File: src/rtl/sdram_cmd_shifter.sv
// sdram_cmd_shifter: serialises SDRAM command frames into NUM_LANES parallel
// 74595 shift registers (srclk/rclk), then clocks the SDRAM via sd_clk.
// One frame = 8 bits per lane (Q_H shifted first), one rclk latch, then N
// sd_clk pulses. A command gets one pulse; repeat_n > 0 appends a NOP frame
// carrying repeat_n pulses.
// Optional feature macro: SDRAM_INIT_SEQ_EN runs the power-up sequence
// (CKE low NOP, INIT_WAIT NOPs, PRECHARGE all, 2x AUTO_REFRESH, LOAD_MODE)
// before init_done is raised. INIT_WAIT must be at least 1.
// With NUM_LANES == 3 the aux port is a single ignored bit.
module sdram_cmd_shifter #(
  parameter int          NUM_LANES = 3,
  parameter int          SR_DIV    = 1,
  parameter logic [12:0] MODE_REG  = 13'h0220,
  parameter int          INIT_WAIT = 200,
  localparam int         AUX_W     = (NUM_LANES > 3) ? 8 * (NUM_LANES - 3) : 1
) (
  input  logic                 clk,
  input  logic                 rst,
  input  logic                 cmd_valid,
  output logic                 cmd_ready,
  input  logic [2:0]           cmd,
  input  logic [12:0]          addr,
  input  logic [1:0]           ba,
  input  logic [1:0]           dqm,
  input  logic [7:0]           repeat_n,
  input  logic [AUX_W-1:0]     aux,
  output logic [NUM_LANES-1:0] ser,
  output logic                 srclk,
  output logic                 rclk,
  output logic                 sd_clk,
  output logic                 init_done
);

  localparam int DIV_W = (SR_DIV > 1) ? $clog2(SR_DIV) : 1;
  localparam logic [DIV_W-1:0] DIV_MAX = DIV_W'(SR_DIV - 1);

  localparam logic [2:0] C_NOP  = 3'd0;
`ifdef SDRAM_INIT_SEQ_EN
  localparam logic [2:0] C_PRE  = 3'd4;
  localparam logic [2:0] C_AREF = 3'd5;
  localparam logic [2:0] C_LMR  = 3'd6;
`endif

  typedef logic [NUM_LANES-1:0][7:0] frame_t;

  typedef enum logic [2:0] {
    S_IDLE,
    S_SHIFT,
    S_LATCH,
    S_CLK_HI,
    S_CLK_LO
`ifdef SDRAM_INIT_SEQ_EN
    , S_INIT
`endif
  } state_e;

  // {csb, rasb, casb, web}
  function automatic logic [3:0] cmd_enc(input logic [2:0] c);
    case (c)
      3'd0:    cmd_enc = 4'b1111;
      3'd1:    cmd_enc = 4'b0011;
      3'd2:    cmd_enc = 4'b0101;
      3'd3:    cmd_enc = 4'b0100;
      3'd4:    cmd_enc = 4'b0010;
      3'd5:    cmd_enc = 4'b0001;
      3'd6:    cmd_enc = 4'b0000;
      default: cmd_enc = 4'b0110;
    endcase
  endfunction

  // Lanes 0..2 of a frame; byte bit 0 is Q_A, bit 7 is Q_H. Aux lanes left 0.
  function automatic frame_t build_frame(input logic [2:0] c, input logic [12:0] a,
                                         input logic [1:0] b, input logic [1:0] m,
                                         input logic cke);
    frame_t     f;
    logic [3:0] e;
    e    = cmd_enc(c);
    f    = '0;
    f[0] = {a[5], a[6], a[7], a[8], a[9], a[11], a[12], a[4]};
    f[1] = {b[1], a[10], a[0], a[1], a[2], a[3], 1'b0, b[0]};
    f[2] = {1'b0, e[0], e[1], e[2], e[3], cke, m[1], m[0]};
    return f;
  endfunction

  // One bit position taken across all lanes
  function automatic logic [NUM_LANES-1:0] frame_bits(input frame_t f, input logic [2:0] idx);
    logic [NUM_LANES-1:0] r;
    for (int k = 0; k < NUM_LANES; k++) r[k] = f[k][idx];
    return r;
  endfunction

  state_e               state_q;
  logic [DIV_W-1:0]     div_q;
  logic                 phase_q;     // 0: srclk low half, 1: srclk high half
  logic [2:0]           bit_q;
  logic [15:0]          pulses_q;    // sd_clk pulses left for the current frame
  logic [7:0]           nrep_q;      // pulses for the trailing NOP frame
  logic                 follow_q;    // trailing NOP frame still to be sent
  frame_t               frame_q;
  logic [NUM_LANES-1:0] ser_q;
  logic                 srclk_q, rclk_q, sd_clk_q, cmd_ready_q, init_done_q;

  logic   div_end;
  frame_t aux_frm, acc_frame, nop_frame;

  assign div_end   = (div_q == DIV_MAX);
  assign nop_frame = build_frame(C_NOP, '0, '0, '0, 1'b1);
  assign acc_frame = build_frame(cmd, addr, ba, dqm, 1'b1) | aux_frm;

  // Raw aux bits occupy the lanes above the three SDRAM lanes
  generate
    if (NUM_LANES > 3) begin : g_aux
      assign aux_frm = {aux, 24'b0};
    end else begin : g_noaux
      logic unused_aux;
      assign aux_frm    = '0;
      assign unused_aux = ^aux;
    end
  endgenerate

`ifdef SDRAM_INIT_SEQ_EN
  localparam logic [2:0] INIT_LAST = 3'd5;

  logic [2:0]  init_step_q;
  frame_t      init_frame;
  logic [15:0] init_pulses;
  logic [7:0]  init_rep;

  // Power-up table: frame, its own pulse count, and trailing NOP pulses per step
  always_comb begin
    init_frame  = nop_frame;
    init_pulses = 16'd1;
    init_rep    = 8'd0;
    case (init_step_q)
      3'd0: init_frame = build_frame(C_NOP, '0, '0, '0, 1'b0);
      3'd1: init_pulses = 16'(INIT_WAIT);
      3'd2: begin
        init_frame = build_frame(C_PRE, 13'h0400, '0, '0, 1'b1);
        init_rep   = 8'd2;
      end
      3'd3, 3'd4: begin
        init_frame = build_frame(C_AREF, '0, '0, '0, 1'b1);
        init_rep   = 8'd8;
      end
      3'd5: begin
        init_frame = build_frame(C_LMR, MODE_REG, '0, '0, 1'b1);
        init_rep   = 8'd2;
      end
      default: ;
    endcase
  end
`else
  logic unused_cfg;
  assign unused_cfg = ^{MODE_REG, INIT_WAIT[0]};
`endif

  // Frame sequencer: shift, latch, pulse, with all strobes registered
  always_ff @(posedge clk) begin
    if (rst) begin
      state_q     <= S_IDLE;
      div_q       <= '0;
      phase_q     <= 1'b0;
      bit_q       <= '0;
      pulses_q    <= '0;
      nrep_q      <= '0;
      follow_q    <= 1'b0;
      frame_q     <= '0;
      ser_q       <= '0;
      srclk_q     <= 1'b0;
      rclk_q      <= 1'b0;
      sd_clk_q    <= 1'b0;
      cmd_ready_q <= 1'b0;
      init_done_q <= 1'b0;
`ifdef SDRAM_INIT_SEQ_EN
      init_step_q <= '0;
`endif
    end else begin
      div_q <= div_end ? '0 : div_q + 1'b1;
      case (state_q)
        S_IDLE: begin
          div_q   <= '0;
          phase_q <= 1'b0;
          bit_q   <= '0;
          if (!init_done_q) begin
`ifdef SDRAM_INIT_SEQ_EN
            init_step_q <= '0;
            state_q     <= S_INIT;
`else
            init_done_q <= 1'b1;
            cmd_ready_q <= 1'b1;
`endif
          end else if (cmd_valid && cmd_ready_q) begin
            frame_q     <= acc_frame;
            ser_q       <= frame_bits(acc_frame, 3'd7);
            srclk_q     <= 1'b0;
            pulses_q    <= 16'd1;
            nrep_q      <= repeat_n;
            follow_q    <= (repeat_n != 8'd0);
            cmd_ready_q <= 1'b0;
            state_q     <= S_SHIFT;
          end
        end
`ifdef SDRAM_INIT_SEQ_EN
        S_INIT: begin
          div_q    <= '0;
          phase_q  <= 1'b0;
          bit_q    <= '0;
          frame_q  <= init_frame;
          ser_q    <= frame_bits(init_frame, 3'd7);
          srclk_q  <= 1'b0;
          pulses_q <= init_pulses;
          nrep_q   <= init_rep;
          follow_q <= (init_rep != 8'd0);
          state_q  <= S_SHIFT;
        end
`endif
        S_SHIFT: begin
          if (div_end) begin
            if (!phase_q) begin
              phase_q <= 1'b1;
              srclk_q <= 1'b1;
            end else begin
              phase_q <= 1'b0;
              srclk_q <= 1'b0;
              if (bit_q == 3'd7) begin
                bit_q   <= '0;
                ser_q   <= '0;
                rclk_q  <= 1'b1;
                state_q <= S_LATCH;
              end else begin
                bit_q <= bit_q + 3'd1;
                ser_q <= frame_bits(frame_q, 3'd6 - bit_q);
              end
            end
          end
        end
        S_LATCH: begin
          if (div_end) begin
            rclk_q   <= 1'b0;
            sd_clk_q <= 1'b1;
            state_q  <= S_CLK_HI;
          end
        end
        S_CLK_HI: begin
          if (div_end) begin
            sd_clk_q <= 1'b0;
            state_q  <= S_CLK_LO;
          end
        end
        S_CLK_LO: begin
          if (div_end) begin
            if (pulses_q != 16'd1) begin
              pulses_q <= pulses_q - 16'd1;
              sd_clk_q <= 1'b1;
              state_q  <= S_CLK_HI;
            end else if (follow_q) begin
              frame_q  <= nop_frame;
              ser_q    <= frame_bits(nop_frame, 3'd7);
              pulses_q <= {8'd0, nrep_q};
              follow_q <= 1'b0;
              phase_q  <= 1'b0;
              bit_q    <= '0;
              state_q  <= S_SHIFT;
            end else begin
`ifdef SDRAM_INIT_SEQ_EN
              if (!init_done_q && init_step_q != INIT_LAST) begin
                init_step_q <= init_step_q + 3'd1;
                state_q     <= S_INIT;
              end else begin
                init_done_q <= 1'b1;
                cmd_ready_q <= 1'b1;
                state_q     <= S_IDLE;
              end
`else
              cmd_ready_q <= 1'b1;
              state_q     <= S_IDLE;
`endif
            end
          end
        end
        default: state_q <= S_IDLE;
      endcase
    end
  end

  assign ser       = ser_q;
  assign srclk     = srclk_q;
  assign rclk      = rclk_q;
  assign sd_clk    = sd_clk_q;
  assign cmd_ready = cmd_ready_q;
  assign init_done = init_done_q;

endmodule

File: config.mk
export PLATFORM = sky130hd
export DESIGN_NAME = sdram_cmd_shifter
export DESIGN_NICKNAME = d
export VERILOG_FILES = /design/src/rtl/sdram_cmd_shifter.sv
export SDC_FILE = /design/constraint.sdc
export NUM_CORES = 1
export LEC_CHECK = 0
export CORE_ASPECT_RATIO = 1.75
export CORE_MARGIN = 2
export CORE_UTILIZATION = 59
export DETAILED_ROUTE_END_ITERATION = 10
export GPL_ROUTABILITY_DRIVEN = 0
export PLACE_DENSITY = 0.84
export SYNTH_ARGS = -nofsm -noshare
export SYNTH_HDL_FRONTEND = slang
export SYNTH_SLANG_ARGS = --single-unit
File: constraint.sdc
create_clock -name clk -period 3.1 [get_ports clk]
set_input_delay 0.62 -clock clk [delete_from_list [all_inputs] [get_ports clk]]
set_output_delay 0.62 -clock clk [all_outputs]
set_load 0.01 [all_outputs]
==> results of run 1 <==
## critical path: stages, from the launching register on
cell	delay (ns)
dfxtp_1	0.45
ha_1	0.21
nor4b_1	0.44
nand4_2	0.37
o21ai_1	0.40
a21oi_2	0.26
a22o_1	0.30
## state kept, by name, indices dropped and copies added (netlist names), 3 cells and up
signal	count
nrep_q	8
pulses_q	16
state_q	3
ser	3
bit_q	3
frame_q	22
## logic make-up after synthesis
family                     Yosys count
buffers and inverters               31
xor gates and xnor gates             6
muxes                               10
adders and majority gates            5
and+or+nand+nor                    132
DFF                                 63
other                                1
AOI/OAI and AO/OA                  115
## layer usage
metal	track usage	vias up
met5	0	-
met4	0.135	0
met3	0.0709	23
met2	0.503	89
met1	0.280	1440
li1	-	1408
## power by group
| group | switching (mW) | internal, mW | total (mW) |
|---|---|---|---|
| Sequential | 0.0305 | 0.839 | 0.869 |
| Clock | 0.310 | 0.451 | 0.762 |
| Combinational | 0.110 | 0.111 | 0.221 |
## stage by stage
| step | util | cell area [um^2] |
|---|---|---|
| 6_report | 0.721 | 3750 |
| 5_1_grt | 0.721 | 3750 |
| 2_1_floorplan | - | 3130 |
| 3_3_place_gp | 0.681 | 3550 |
| 3_5_place_dp | 0.681 | 3550 |
| 4_1_cts | 0.721 | 3750 |
## area by class of cell
cell class              instances  share of cell area
multi-input cells             269               0.464
flip-flops and latches         63               0.336
repair buffers                 47               0.119
clock buffers                  12              0.0360
clock inverters                 4              0.0187
well taps                      55              0.0183
inverters                       8             0.00800
## worst min path at each step
stage	end	depth (start not counted)	start	slack (ns)
global route	frame_q[11]	1	frame_q[11]	0.49
finish	nrep_q[5]	2	nrep_q[5]	0.46
floorplan	frame_q[18]	2	frame_q[18]	0.43
CTS	nrep_q[4]	2	nrep_q[4]	0.46
detailed placement	nrep_q[4]	2	nrep_q[4]	0.45
global placement	nrep_q[5]	2	nrep_q[5]	0.45
## placed cells by master (no fill, tap or decap), types with 4 or more instances in the layout
cell / n
a211o_1: 4
a211oi_1: 5
a21oi_1: 42
a22o_1: 17
buf_4: 9
clkbuf_8: 9
clkdlybuf4s50_1: 38
dfxtp_1: 63
ha_1: 5
inv_1: 8
mux2i_1: 5
mux4_2: 4
nand2_1: 37
nand3_1: 5
nor2_1: 29
nor3_1: 12
nor3b_1: 4
nor4_1: 6
o21a_1: 6
o21ai_0: 14
o31ai_1: 5
o32ai_1: 4
or3_1: 7
or4_1: 4
xnor2_1: 5
==> metrics.md, run 1 <==
| Metric | Value |
|---|---|
| End of the critical path | `frame_q[6]` |
| Seq. cell area | `around 0.0013 mm^2` |
| Clk_skew | `0.00838 ns` |
| DP HPWL | `5.45 mm` |
| GR Util All Layers | `0.277` |
| Synth Area in Compound Gates | `0.242` |
| Slew @ Worst Pin | `0.744 ns` |
| Core ar. | `around 0.0052 mm^2` |
| Syn_area_per_cell | `8.63 um^2` |
| Worst Path Required | `around 3.3 ns` |
| Setup violators final | `0` |
| Area contributors post-synth | `dfxtp_1 40%, a21oi_1 6.7%, a22o_1 4.8%, nand2_1 4.4%, nor2_1 3.5%` |
| DR WL met3 | `325 um` |
| VDD IR max | `approximately 380 uV` |
| Power Density | `493 mW/mm^2` |
| Worst slew margin | `0.504` |
| Yosys top cell by area | `dfxtp_1` |
| Filler cells | `404` |
| Placed insts | `442` |
| Hold Path Class | `register to register` |
| Met2 wire len | `4.23 mm` |
| H-Tree Depth | `3` |
| Clock sinks | `63` |
| TNS Setup | `0 ns` |
| Peak fanout along the critical path | `17` |
| Worst r2r src | `pulses_q[0]` |
| TritonCTS Buffers | `9` |
| Area of the multi-input gates | `approximately 0.0017 mm^2` |
| Fmax | `391 MHz` |
| WL per Instance | `16.5 um` |
| Post-cts resize count | `0` |
| Worst setup EP type | `register` |
| Root buffer cell | `clkbuf_8` |
| RSZ-0062 raised after global routing | `no` |
| Fin. Hold Viols | `0` |
| Synth Area in Adders | `0.0200` |
| Residual DRC | `0` |
| CTS tree | `done` |
| Register area share after synthesis | `0.402` |
| Worst Setup SP | `pulses_q[0]` |
| WHS | `between 0.4 and 0.5 ns` |
| Vias in the first global route | `2,872` |
| Max-slew violations | `0` |
| Detailed-route wire length | `7.58 mm` |
| Worst EP arrival | `2.78 ns` |
| Yosys cell types | `60` |
| Die H | `100 um` |
| Worst R2R End | `frame_q[6]` |
| Top Layer Used | `met4` |
| Pwr Total | `1.85 mW` |
| Post-synth top area share | `0.402` |
| Clock transition at path regs | `0.07 ns` |
| Std cell rows | `35` |
| Synthesized Nets | `400` |
| DRT iter0 DRCs | `207` |
| Drt first pass iters | `5` |
| Ratio of cells with drive above 1 in the final layout | `0.0918` |
| CP Launch Type | `register` |
| Max-cap violations | `0` |
| I/O pin cnt | `40` |
| Synthesized instance count | `between 300 and 400` |
| Initial antenna violation count | `0` |
| Area growth, synth to finish | `19.8%` |
| Max clock buf depth | `2` |
| R2r worst-path depth | `6` |
| Wl on met1 | `2.82 mm` |
| Count leader, synth | `dfxtp_1` |
| Top cells by count, synth | `63 x dfxtp_1, 42 x a21oi_1, 37 x nand2_1, 29 x nor2_1, 17 x a22o_1` |
| Setup Crit Path Kind | `register to register` |
| Die area | `0.00593 mm^2` |
| Grt ovf | `0` |
| Synth Register Bits | `63` |
| Die Width | `between 50 and 60 um` |
| Worst R2R Setup Slack | `approximately 0.54 ns` |
| Status | `finished clean` |
| ANT nets after route | `0` |
| Ys Warns | `0` |
| Number of synthesized flops with an enable pin | `0` |
| Hold-fix buffers, CTS | `0` |
| Tcrit/Tclk final | `0.825` |
| Setup bufs post-CTS | `0` |
| Leak | `1.40 nW` |
| Most used DFF post-synth | `dfxtp_1` |
| Net count, final | `435` |
| Via density | `6.46` |
| Largest net degree at the start of global routing | `22` |
| Mux cell area share after synthesis | `0.0483` |
| FFs w/ async S/R, synth | `0` |
| Post-layout min period | `2.56 ns` |
| Worst setup margin | `0.542 ns` |
| First-pass GRT wire length | `12.6 mm` |
| Final Non-Filler Cells | `458` |
| Largest family of logic cells by synthesized area | `compound AO/OA/AOI/OAI gates` |
| Total number of vias | `2,960` |
| Antenna Cells | `0` |
| Simple-gate portion of the synthesized area | `0.228` |
| Post-synthesis xor/xnor area fraction | `0.0168` |
| # port buffers | `38` |
| Post-Synthesis Cell Area | `0.00313 mm^2` |
| Clk_lat worst skew | `0.34 ns` |
| Initial core utilization | `0.601` |
| Dpl ws | `around 0.47 ns` |
(Power assumes the default switching activity.)
==> run 2: changes to the inputs <==
CORE_UTILIZATION = 55   (was 59)
PLACE_DENSITY = 0.79   (was 0.84)
clock period = 2.4 ns   (was 3.1 ns; I/O delays follow)
==> run 2 against run 1 <==
Against the previous run:
- global-route usage decreased by 2.1 points
- critical path depth increased by 1
- combinational power increased by 38%
- final area increased by 3.8%
- sequential share of layout area decreased by 1.2 points
- critical endpoint is now ser[2]
- highest routed layer unchanged
==> metrics.md, run 2 (synthesis gave the netlist of run 1 again) <==
| Metric | Value |
|---|---|
| Std cell rows | `36` |
| Critical path's slowest cell | `or4_1` |
| Worst EP arrival | `2.53 ns` |
| Clock sinks | `63` |
| Fin. Hold Viols | `0` |
| Combinational share of power | `0.137` |
| Top Registers | `frame_q: 22 flops, pulses_q: 16 flops, nrep_q: 8 flops` |
| Vias in the first global route | `approximately 2,900` |
| Die Width | `61.1 um` |
| Worst Path Required | `2.67 ns` |
| Fmax | `442 MHz` |
| First-pass GRT wire length | `12.4 mm` |
| Max reg flops | `22` |
| Tcrit/Tclk final | `0.943` |
| Initial antenna violation count | `0` |
| # port buffers | `38` |
| CTS tree | `done` |
| Status | `finished clean` |
| Switching power | `613 uW` |
| Clk_lat worst skew | `0.34 ns` |
| Initial core utilization | `0.566` |
| Biggest register | `frame_q` |
| Register share of total power | `0.501` |
| Post-layout min period | `approximately 2.3 ns` |
| I/O pin cnt | `40` |
| Die H | `104 um` |
| CP Launch Type | `register` |
| Max-slew violations | `0` |
| Switching Share | `0.275` |
| Slew @ Worst Pin | `around 0.74 ns` |
| Worst slew margin | `0.508` |
| Root buffer cell | `clkbuf_8` |
| Grt ovf | `0` |
| ANT nets after route | `0` |
| Hold-fix buffers, CTS | `0` |
| Worst setup EP type | `register` |
| Ratio of cells with drive above 1 in the final layout | `0.136` |
| Post-cts resize count | `0` |
| Area growth, synth to finish | `24.4%` |
| Setup bufs post-CTS | `0` |
| Commonest non-fill, non-tap cell in the layout | `dfxtp_1` |
| Final Core Density | `0.704` |
| Die area | `0.00634 mm^2` |
| Detailed-route wire length | `7.49 mm` |
| Final Non-Filler Cells | `495` |
| RSZ-0062 raised after global routing | `no` |
| TNS Setup | `0 ns` |
| Via density | `5.90` |
| GR Util All Layers | `0.256` |
| Setup violators final | `0` |
| Leak | `roughly 1.5 nW` |
| Largest net degree at the start of global routing | `25` |
| Ordered cell list for the critical path | `inv_1, ha_1, nor4b_1, nand4_2, and2_4, or4_1, a21oi_1` |
| Total number of vias | `slightly below 3,000` |
| Peak fanout along the critical path | `6` |
| WL per Instance | `15.1 um` |
| DP HPWL | `about 5.6 mm` |
| Clock transition at path regs | `0.07 ns` |
| Residual DRC | `0` |
| Power Density | `571 mW/mm^2` |
| Max clock buf depth | `2` |
| VDD IR max | `459 uV` |
| Net count, final | `approximately 450` |
| Filler cells | `471` |
| Hold Path Class | `register to register` |
| Antenna Cells | `0` |
| Clock network fraction of total power | `0.362` |
| Worst R2R Setup Slack | `0.14 ns` |
| Max-cap violations | `0` |
| Crit path largest cell delay | `0.51 ns` |
| Pint | `between 1.5 and 2 mW` |
| TritonCTS Buffers | `9` |
| Drt first pass iters | `4` |
| Commonest non-fill, non-tap cells in the layout | `63 x dfxtp_1, 42 x a21oi_1, 38 x clkdlybuf4s50_1, 37 x nand2_1, 29 x nor2_1` |
| DRT iter0 DRCs | `164` |
| Core ar. | `about 0.0055 mm^2` |
| Setup Crit Path Kind | `register to register` |
| H-Tree Depth | `3` |
| Placed insts | `between 400 and 500` |
| Clk_skew | `slightly below 0.008 ns` |
run 2: changes by cell type in the layout (fill, tap and decap cells not counted), sizes merged:
cell      previous run  this run
buf                  9        25
clkbuf              12         9
clkinvlp             0         3
bufinv               2         0
clkinv               2         4
run 2: layer usage:
metal / GRT usage / vias to the layer above / share of wire
met5: 0 / - / 0
met1: 0.269 / 1364 / 0.38
met2: 0.451 / 88 / 0.55
li1: - / 1449 / -
met3: 0.0498 / 21 / 0.038
met4: 0.130 / 0 / 0.029
run 2: critical path, delay by kind of cell (launching register included):
kind,cells,cell delay [ns]
DFF,1,0.32
adders and majority gates,1,0.16
and+or+nand+nor,4,1.45
buffers and inverters,1,0.08
AOI/OAI and AO/OA,1,0.17
run 2: worst paths after layout:
| kind | end | from | depth (start not counted) |
|---|---|---|---|
| setup / recovery | ser[2] | pulses_q[1] | 7 |
| hold / removal | nrep_q[2] | nrep_q[2] | 2 |
| setup reg to reg | ser[2] | pulses_q[1] | 7 |
| hold reg to reg | nrep_q[2] | nrep_q[2] | 2 |
run 2: power by group through the flow:
stage / Combinational, mW / Sequential (mW) / Clock [mW]
2_1_floorplan: 0.176 / 1.13 / 0
3_3_place_gp: 0.296 / 1.14 / 0
3_5_place_dp: 0.302 / 1.14 / 0
4_1_cts: 0.304 / 1.12 / 0.822
5_1_grt: 0.335 / 1.12 / 0.865
6_report: 0.304 / 1.12 / 0.806
run 2: metrics by stage:
step                setup slack (ns)  hold WS, ns  area (um^2)  power, mW
global placement              0.0247        0.445         3720       1.43
CTS                            0.162        0.458         3890       2.24
finish                         0.138        0.457         3900       2.23
floorplan                      0.323        0.432         3130       1.31
detailed placement            0.0171        0.448         3720       1.44
global route                  0.0153        0.485         3900       2.32
run 2: final cells by class:
type	instances	area, um^2	area share
clock inverters	7	50.0	0.0128
well taps	76	95.1	0.0244
flip-flops and latches	63	1260	0.323
multi-input cells	269	1750	0.448
repair buffers	63	593	0.152
inverters	8	30.0	0.00770
clock buffers	9	124	0.0318
